--- src/rtl/noc_flit_pkg.sv ---
// Shared flit field layout, sizing functions and FSM state type for the NoC packetizer.
package noc_flit_pkg;

  // Field offsets counted down from the flit MSB; the destination sits DEST_POS+vc_width below it.
  localparam int VALID_POS = 0;
  localparam int HEAD_POS  = 1;
  localparam int TAIL_POS  = 2;
  localparam int VC_POS    = 3;
  localparam int DEST_POS  = 3;
  localparam int VC_MAX_W  = 8;

  typedef struct packed {
    logic                valid;
    logic                head;
    logic                tail;
    logic [VC_MAX_W-1:0] vc;
  } flit_hdr_t;

  typedef enum logic {
    ST_IDLE,
    ST_SEND
  } pkt_state_t;

  function automatic int calc_hp(int w_noc, int vcw, int aw);
    return w_noc - 3 - vcw - aw;
  endfunction

  function automatic int calc_bp(int w_noc, int vcw);
    return w_noc - 3 - vcw;
  endfunction

  function automatic int calc_num_flits(int w_data, int hp, int bp);
    int extra;
    extra = (w_data > hp) ? (w_data - hp) : 0;
    return 1 + (extra + bp - 1) / bp;
  endfunction

  function automatic int calc_num_beats(int num_flits);
    return (num_flits + 3) / 4;
  endfunction

endpackage

--- src/rtl/flit_slicer.sv ---
// Combinational slicer: lays a transaction out as a flit frame and selects one beat of it.
module flit_slicer
  import noc_flit_pkg::*;
#(
  parameter int WIDTH_NOC  = 128,
  parameter int WIDTH_RTL  = 512,
  parameter int WIDTH_DATA = 600,
  parameter int AW         = 4,
  parameter int VCW        = 1,
  parameter int HP         = 120,
  parameter int BP         = 124,
  parameter int NUM_FLITS  = 5,
  parameter int NUM_BEATS  = 2,
  parameter int BIW        = 1
) (
  input  logic [WIDTH_DATA-1:0] data,
  input  logic [AW-1:0]         dest,
  input  logic [VCW-1:0]        vc,
  input  logic [BIW-1:0]        beat_idx,
  output logic [WIDTH_RTL-1:0]  beat
);

  localparam int PADW = HP + (NUM_FLITS - 1) * BP;
  localparam int TOTW = NUM_BEATS * WIDTH_RTL;

  logic [PADW-1:0]      padded;
  logic [TOTW-1:0]      frame;
  logic [WIDTH_NOC-1:0] flit;
  flit_hdr_t            hdr;
  int                   base;

  // Payload is left-aligned so the last flit picks up the zero padding.
  always_comb begin
    padded = '0;
    padded[PADW-1 -: WIDTH_DATA] = data;
  end

  always_comb begin
    frame = '0;
    flit  = '0;
    hdr   = '0;
    base  = 0;
    for (int k = 0; k < NUM_FLITS; k++) begin
      hdr       = '0;
      hdr.valid = 1'b1;
      hdr.head  = (k == 0);
      hdr.tail  = (k == NUM_FLITS - 1);
      hdr.vc    = VC_MAX_W'(vc);
      flit      = '0;
      flit[WIDTH_NOC-1-VALID_POS]      = hdr.valid;
      flit[WIDTH_NOC-1-HEAD_POS]       = hdr.head;
      flit[WIDTH_NOC-1-TAIL_POS]       = hdr.tail;
      flit[WIDTH_NOC-1-VC_POS -: VCW]  = hdr.vc[VCW-1:0];
      if (k == 0) begin
        flit[WIDTH_NOC-1-DEST_POS-VCW -: AW] = dest;
        flit[HP-1:0] = padded[PADW-1 -: HP];
      end else begin
        base = PADW - 1 - HP - (k - 1) * BP;
        flit[BP-1:0] = padded[base -: BP];
      end
      frame[TOTW-1-k*WIDTH_NOC -: WIDTH_NOC] = flit;
    end
  end

  assign beat = frame[TOTW-1-int'(beat_idx)*WIDTH_RTL -: WIDTH_RTL];

endmodule

--- src/rtl/noc_packetizer.sv ---
// Accepts one wide user transaction and streams it as four-flit beats to the fabric interface.
// state   | meaning
// IDLE    | no packet in flight, ready for a transaction
// SEND    | beat beat_idx on o_packet_out, waiting for o_ready_in
module noc_packetizer
  import noc_flit_pkg::*;
#(
  parameter int WIDTH_NOC  = 128,
  parameter int WIDTH_RTL  = 512,
  parameter int N          = 16,
  parameter int NUM_VC     = 2,
  parameter int WIDTH_DATA = 600
) (
  input  logic                         clk,
  input  logic                         rst,
  input  logic [WIDTH_DATA-1:0]        i_data_in,
  input  logic [$clog2(N)-1:0]         i_dest_in,
  input  logic [$clog2(NUM_VC)-1:0]    i_vc_in,
  input  logic                         i_valid_in,
  output logic                         i_ready_out,
  output logic [WIDTH_RTL-1:0]         o_packet_out,
  output logic                         o_valid_out,
  input  logic                         o_ready_in
);

  localparam int ADDRESS_WIDTH    = $clog2(N);
  localparam int VC_ADDRESS_WIDTH = $clog2(NUM_VC);
  localparam int HP        = calc_hp(WIDTH_NOC, VC_ADDRESS_WIDTH, ADDRESS_WIDTH);
  localparam int BP        = calc_bp(WIDTH_NOC, VC_ADDRESS_WIDTH);
  localparam int NUM_FLITS = calc_num_flits(WIDTH_DATA, HP, BP);
  localparam int NUM_BEATS = calc_num_beats(NUM_FLITS);
  localparam int BIW       = (NUM_BEATS > 1) ? $clog2(NUM_BEATS) : 1;
  localparam logic [BIW-1:0] LAST_BEAT = BIW'(NUM_BEATS - 1);

  if (NUM_FLITS > 16 || WIDTH_RTL != 4 * WIDTH_NOC) begin : g_param_check
    $error("noc_packetizer: unsupported flit count or beat width");
  end

  pkt_state_t                    state, state_d;
  logic [BIW-1:0]                beat_idx, beat_d;
  logic                          valid_d, load, accept;
  logic [WIDTH_DATA-1:0]         data_q, sel_data;
  logic [ADDRESS_WIDTH-1:0]      dest_q, sel_dest;
  logic [VC_ADDRESS_WIDTH-1:0]   vc_q, sel_vc;
  logic [WIDTH_RTL-1:0]          beat_w;

  assign i_ready_out = !rst && (state == ST_IDLE || (beat_idx == LAST_BEAT && o_ready_in));
  assign accept      = i_valid_in && i_ready_out;

  always_ff @(posedge clk or posedge rst) begin
    if (rst) begin
      state       <= ST_IDLE;
      beat_idx    <= '0;
      o_valid_out <= 1'b0;
    end else begin
      state       <= state_d;
      beat_idx    <= beat_d;
      o_valid_out <= valid_d;
    end
  end

  always_comb begin
    state_d = state;
    beat_d  = beat_idx;
    valid_d = o_valid_out;
    load    = 1'b0;
    case (state)
      ST_IDLE: begin
        if (accept) begin
          state_d = ST_SEND;
          beat_d  = '0;
          valid_d = 1'b1;
          load    = 1'b1;
        end
      end
      ST_SEND: begin
        if (o_ready_in) begin
          if (beat_idx != LAST_BEAT) begin
            beat_d = beat_idx + 1'b1;
            load   = 1'b1;
          end else if (accept) begin
            beat_d = '0;
            load   = 1'b1;
          end else begin
            state_d = ST_IDLE;
            beat_d  = '0;
            valid_d = 1'b0;
          end
        end
      end
      default: state_d = ST_IDLE;
    endcase
  end

  // The slicer sees the values the registers are about to take, so the beat register loads in step.
  assign sel_data = accept ? i_data_in : data_q;
  assign sel_dest = accept ? i_dest_in : dest_q;
  assign sel_vc   = accept ? i_vc_in   : vc_q;

  flit_slicer #(
    .WIDTH_NOC (WIDTH_NOC),
    .WIDTH_RTL (WIDTH_RTL),
    .WIDTH_DATA(WIDTH_DATA),
    .AW        (ADDRESS_WIDTH),
    .VCW       (VC_ADDRESS_WIDTH),
    .HP        (HP),
    .BP        (BP),
    .NUM_FLITS (NUM_FLITS),
    .NUM_BEATS (NUM_BEATS),
    .BIW       (BIW)
  ) u_slicer (
    .data    (sel_data),
    .dest    (sel_dest),
    .vc      (sel_vc),
    .beat_idx(beat_d),
    .beat    (beat_w)
  );

  always_ff @(posedge clk or posedge rst) begin
    if (rst) begin
      data_q       <= '0;
      dest_q       <= '0;
      vc_q         <= '0;
      o_packet_out <= '0;
    end else begin
      if (accept) begin
        data_q <= i_data_in;
        dest_q <= i_dest_in;
        vc_q   <= i_vc_in;
      end
      if (load) o_packet_out <= beat_w;
    end
  end

endmodule

--- config.mk ---
export PLATFORM = sky130hd
export DESIGN_NAME = noc_packetizer
export DESIGN_NICKNAME = d
export VERILOG_FILES = /design/src/rtl/noc_flit_pkg.sv /design/src/rtl/flit_slicer.sv /design/src/rtl/noc_packetizer.sv
export SDC_FILE = /design/constraint.sdc
export NUM_CORES = 2
export LEC_CHECK = 0
export BUFFER_PORTS_ARGS = -buffer_cell sky130_fd_sc_hd__buf_4
export CORE_AREA = 2 2 443 445
export CTS_CLUSTER_SIZE = 20
export DETAILED_ROUTE_END_ITERATION = 6
export DIE_AREA = 0 0 445 447
export GPL_ROUTABILITY_DRIVEN = 0
export PLACE_DENSITY = 0.44
export SKIP_CTS_REPAIR_TIMING = 1
export SLEW_MARGIN = 20
export SYNTH_ARGS = -nofsm -noshare
export SYNTH_HDL_FRONTEND = slang
export SYNTH_HIERARCHICAL = 1
export SYNTH_SLANG_ARGS = --single-unit
--- constraint.sdc ---
create_clock -name clk -period 96.3 [get_ports clk]
set_input_delay 19.26 -clock clk [delete_from_list [all_inputs] [get_ports clk]]
set_output_delay 19.26 -clock clk [all_outputs]
set_load 0.02 [all_outputs]
---- Yosys cells after proc, flatten, opt, wreduce, memory -nomap -nowiden ----
Index checks and enable logic that the tools add are counted.
Widths: inputs -> output; s select.
storage, ports and cells
  flip-flop bits (word level) ............. 1120
  output and inout bits ................... 514
  word-level logic and storage cells ...... 39
operators by class
  add/sub/neg operators ................... 2
  equality and inequality tests ........... 4
  shift-type cells ........................ 1
  mux-type cells .......................... 18
  bitwise logic cells ..................... 1
  reduce and logical (&&, ||, !) cells .... 6
operator list
  kind                    number
  $shiftx 1535x32->512    1
  $mux 600                1
  $mux 1                  12
  $sub 10x10->11 const A  1
  $pmux 1 s2              4
  $ne 2x2->1 const B      3
  $mux 4                  1
  $reduce_and 4->1        1
  $logic_and 1x1->1       3
  $ne 2x1->1 const B      1
  $add 1x1->1 const B     1
  $logic_not 1->1         1
  $logic_or 1x1->1        1
  $not 1->1               1

---- Depth between registers and ports, before layout ----
  depth in word-level cells ............... 8
  gate-level depth with buffers ........... 9
  mapped depth without buffers ............ 6

---- By module ----
Netlist, hierarchy kept.
by module, submodules not included
  module          times used  cells an instance  area each (sq um)  seq. area each (sq um)
  noc_packetizer  1           2379               43943.4            28026.9
  flit_slicer     1           569                4101.4             0.0

---- Worst setup path before layout ----
OpenSTA, ideal clock, no wires.
  kind .................................... input port to output port
  start point ............................. input port rst
  end point ............................... output port i_ready_out
  arrival time ............................ 44275 ps
  required time ........................... 77040 ps
  slack ................................... 32765 ps
  cell stages on the path ................. 2
  buffers on the path ..................... 0
  cells stage by stage .................... inv_1 > and2_1
on the way
  longest elaborated chain between the ends .. 2
ends and longest elaborated chain
  item                              line                  RTL
  from (decl)                       noc_packetizer.sv:15  input logic rst,
  $logic_not 1->1 (no source line)  n/a
  $logic_and 1x1->1                 noc_packetizer.sv:47  assign i_ready_out = !rst && (state == ST_IDLE || (beat_idx == LAST_BEAT && o_ready_in));
  to (decl)                         noc_packetizer.sv:20  output logic i_ready_out,
Every way passes these cells.

---- Final worst setup path ----
  start point ............................. input port o_ready_in
  end point ............................... output port i_ready_out
on the way
  longest elaborated chain between the ends .. 3
ends and longest elaborated chain
  item               line                  RTL
  from (decl)        noc_packetizer.sv:23  input logic o_ready_in
  $logic_and 1x1->1  noc_packetizer.sv:47
  $logic_or 1x1->1   noc_packetizer.sv:47
  $logic_and 1x1->1  noc_packetizer.sv:47
Every way passes these cells.

==> results.yml <==
routing:
  antenna_left: 0
  vias: 27600
  drc: 0
  first_pass_iters: 4
  routed_via_density: 4.11
  drt-initial-drc-count: 1191
  wire_per_inst_um: 22.7
  detail_route.wirelength_um: 152000
worst_setup_path:
  r2r-end: "o_packet_out[252]"
  worstSetupStartpointType: "input pin"
  r2r_start: "beat_idx"
  crit_slowest_cell: "or2b_1"
  endpoint_kind: "output port"
  r2r_cells: 10
  cp.required_ns: 77.04
  crit_type: "in2out"
  critPathMaxFanout: 5
  cp_data_arrival_time_ns: 20.35
  cp_cell_sequence: "buf_4 > ha_1 > or2b_1 > and2_1 > buf_4"
  cp_common_cell: "buf_4"
  cp-startpoint: "o_ready_in"
  slowest_delay_ns: 0.32
  reg2reg_slack_ns: 90.54
grt:
  grt_use_met2_pct: 25.9
  antenna_found_initial: 31
  grt_max_degree: 160
  grt_util_met3_pct: 5.24
  busiest_layer: "met2"
  grt_pass1_wl_um: 218000
  grt_overflow: 0
  use_met1_pct: 17.3
  track_usage_pct: 14.9
  grt_pass1_vias: 29300
run_status:
  status: "complete, no violations"
clock_tree:
  htreeDepth: 4
  clkTransAtPathRegs_ns: 0.05
  cts.path.max_buffers: 3
  cts_tree: "built"
  clock_sinks: 1120
  cts_buffers: 141
  root_buffer: "clkbuf_16"
  clk_latency_ns: 0.78
floorplanning:
  dieArea_sq_mm: 0.199
  num_rows: 162
  dieWidth_um: 445
  core-area_sq_mm: 0.194
  io_pins: 1123
  chipHeight_um: 447
  initial_core_util_pct: 24.7
logic_synthesis:
  syn_area_sq_mm: 0.0480
  yosys.area.top_type: "dfrtp_1"
  ys_types: 21
  ys_warn_count: 6
  synth_area_per_cell_sq_um: 16.3
  syn_inst: 2948
  synth_top_area_share_pct: 58.3
  ys_seq_area_share_pct: 58.3
  ys_seq_elements: 1120
  synth_area_leaders: "dfrtp_1 (58%), mux2_2 (17%), mux2_4 (15%)"
layout:
  mostFrequentLayoutCells: "buf_4 (1150), dfrtp_1 (1120), mux2_2 (745)"
  area_delta_synth_final_pct: 31.0
  layout_commonest_cell: "buf_4"
  final_nets: 4672
  final_layout_size_suffix_gt1_share_pct: 62.5
place:
  portBuffers: 1122
  dp_hpwl_um: 106000
min_path:
  min_from: "data_q[384]"
  hold_end: "data_q[384]"
  hp-class: "reg2reg"
  hold_depth: 1
sta:
  slew_headroom_pct: 31.2
  min_period_over_period_pct: 41.1
  final_hold_viol_count: 0
  slew_violations: 0
  worst_pin_slew_ns: 1.03
  finalSetupTns_ns: 0
  setup_violations: 0
  fin_crit_ns: 39.61
  fin_skew_ns: 0.0243
  rsz0062_at_grt: "false"
  clock.fmax_ghz: 0.0252
power:
  p_leak_nw: 29.3
  p_int_w: 0.00158
  irDropWorstVdd_v: 0.0000188
  p_comb_share_pct: 44.3
  swShare_pct: 33.7
  p_sw_w: 0.000802
  p_per_area_mw_per_mm2: 37.8
  pwr-share-seq_pct: 33.2
  power_frac_clock_pct: 22.5
  power_w: 0.00238
run:
  drv_cap: 0
synthesized netlist by cell type:
library cell  number
buf_12            44
buf_6             17
clkbuf_1           1
mux2_2           745
inv_1              4
dfrtp_1         1120
a32o_1             1
buf_2             76
and2_1             1
a21bo_1            1
ha_1               1
conb_1             2
mux2_4           480
or2b_1             1
a22oi_1            1
o31ai_1            1
nand3_1            1
nor2b_1          390
buf_4             55
a21oi_1            1
nand2_1            5
critical path: cells and delay by family:
family	cells	cell delay, ns
adders and majority gates	1	0.21
buffers and inverters	2	0.31
and+or+nand+nor	2	0.56
kinds of logic (layout without fill, tap and decap cells):
group	Yosys count	after routing	synth area share (%)
mux	1225	1225	32.5
flops	1120	1120	58.3
simple gates	398	398	5.16
buf+inv	197	1415	3.92
compound gates	5	5	0.0833
other cells	2	19	0.0156
fa+ha+maj	1	1	0.0260
worst max-delay path by stage:
stage | end | slack, ns | cells after the start
after floorplan | i_ready_out | 32.77 | 2
final | i_ready_out | 56.69 | 5
after CTS | i_ready_out | 56.65 | 5
after global routing | i_ready_out | 56.62 | 4
after detailed placement | i_ready_out | 56.65 | 4
after global placement | i_ready_out | 56.65 | 5
power by group through the flow:
stage | clock (W) | combinational [W] | sequential (W)
after floorplan | 0 | 0.000639 | 0.000906
after global routing | 0.000579 | 0.00113 | 0.000815
final | 0.000536 | 0.00105 | 0.000789
after global placement | 0 | 0.00106 | 0.000791
after CTS | 0.000559 | 0.00107 | 0.000791
after detailed placement | 0 | 0.00107 | 0.000797
through the flow:
step                      hold slack, ns  utilization [%]  cells  cell area (sq um)  setup slack (ns)
after floorplan                    0.465                -   2953              48100             32.77
after global placement             0.472             30.0   6460              58200             56.65
after detailed placement           0.477             30.0   6460              58200             56.65
after CTS                          0.489             32.4   6712              62900             56.65
after global routing               0.499             32.4   6723              62900             56.62
final                              0.486             32.4   6725              62900             56.69
layer usage:
layer  routed length [um]  part of all wire [%]
met5                  126                 0.083
met4                 3310                   2.2
met3                11000                   7.2
met2                78400                    51
met1                59600                    39
sequential cells by signal (all words and copies together), names as in the netlist:
| register | cells |
|---|---|
| data_q | 600 |
| state | 1 |
| dest_q | 4 |
| o_packet_out | 512 |
| o_valid_out | 1 |
| beat_idx | 1 |
| vc_q | 1 |
layout make-up:
type	instances	area (sq um)
clock inverters	40	478
fillers	19400	131000
well taps	2542	3180
flip-flops and latches	1120	28000
inverters	4	22.5
diodes	12	30.0
multi-input cells	1636	18200
repair buffers	1159	8820
clock buffers	212	4200
Note: power is estimated with default switching activity, not from simulation.
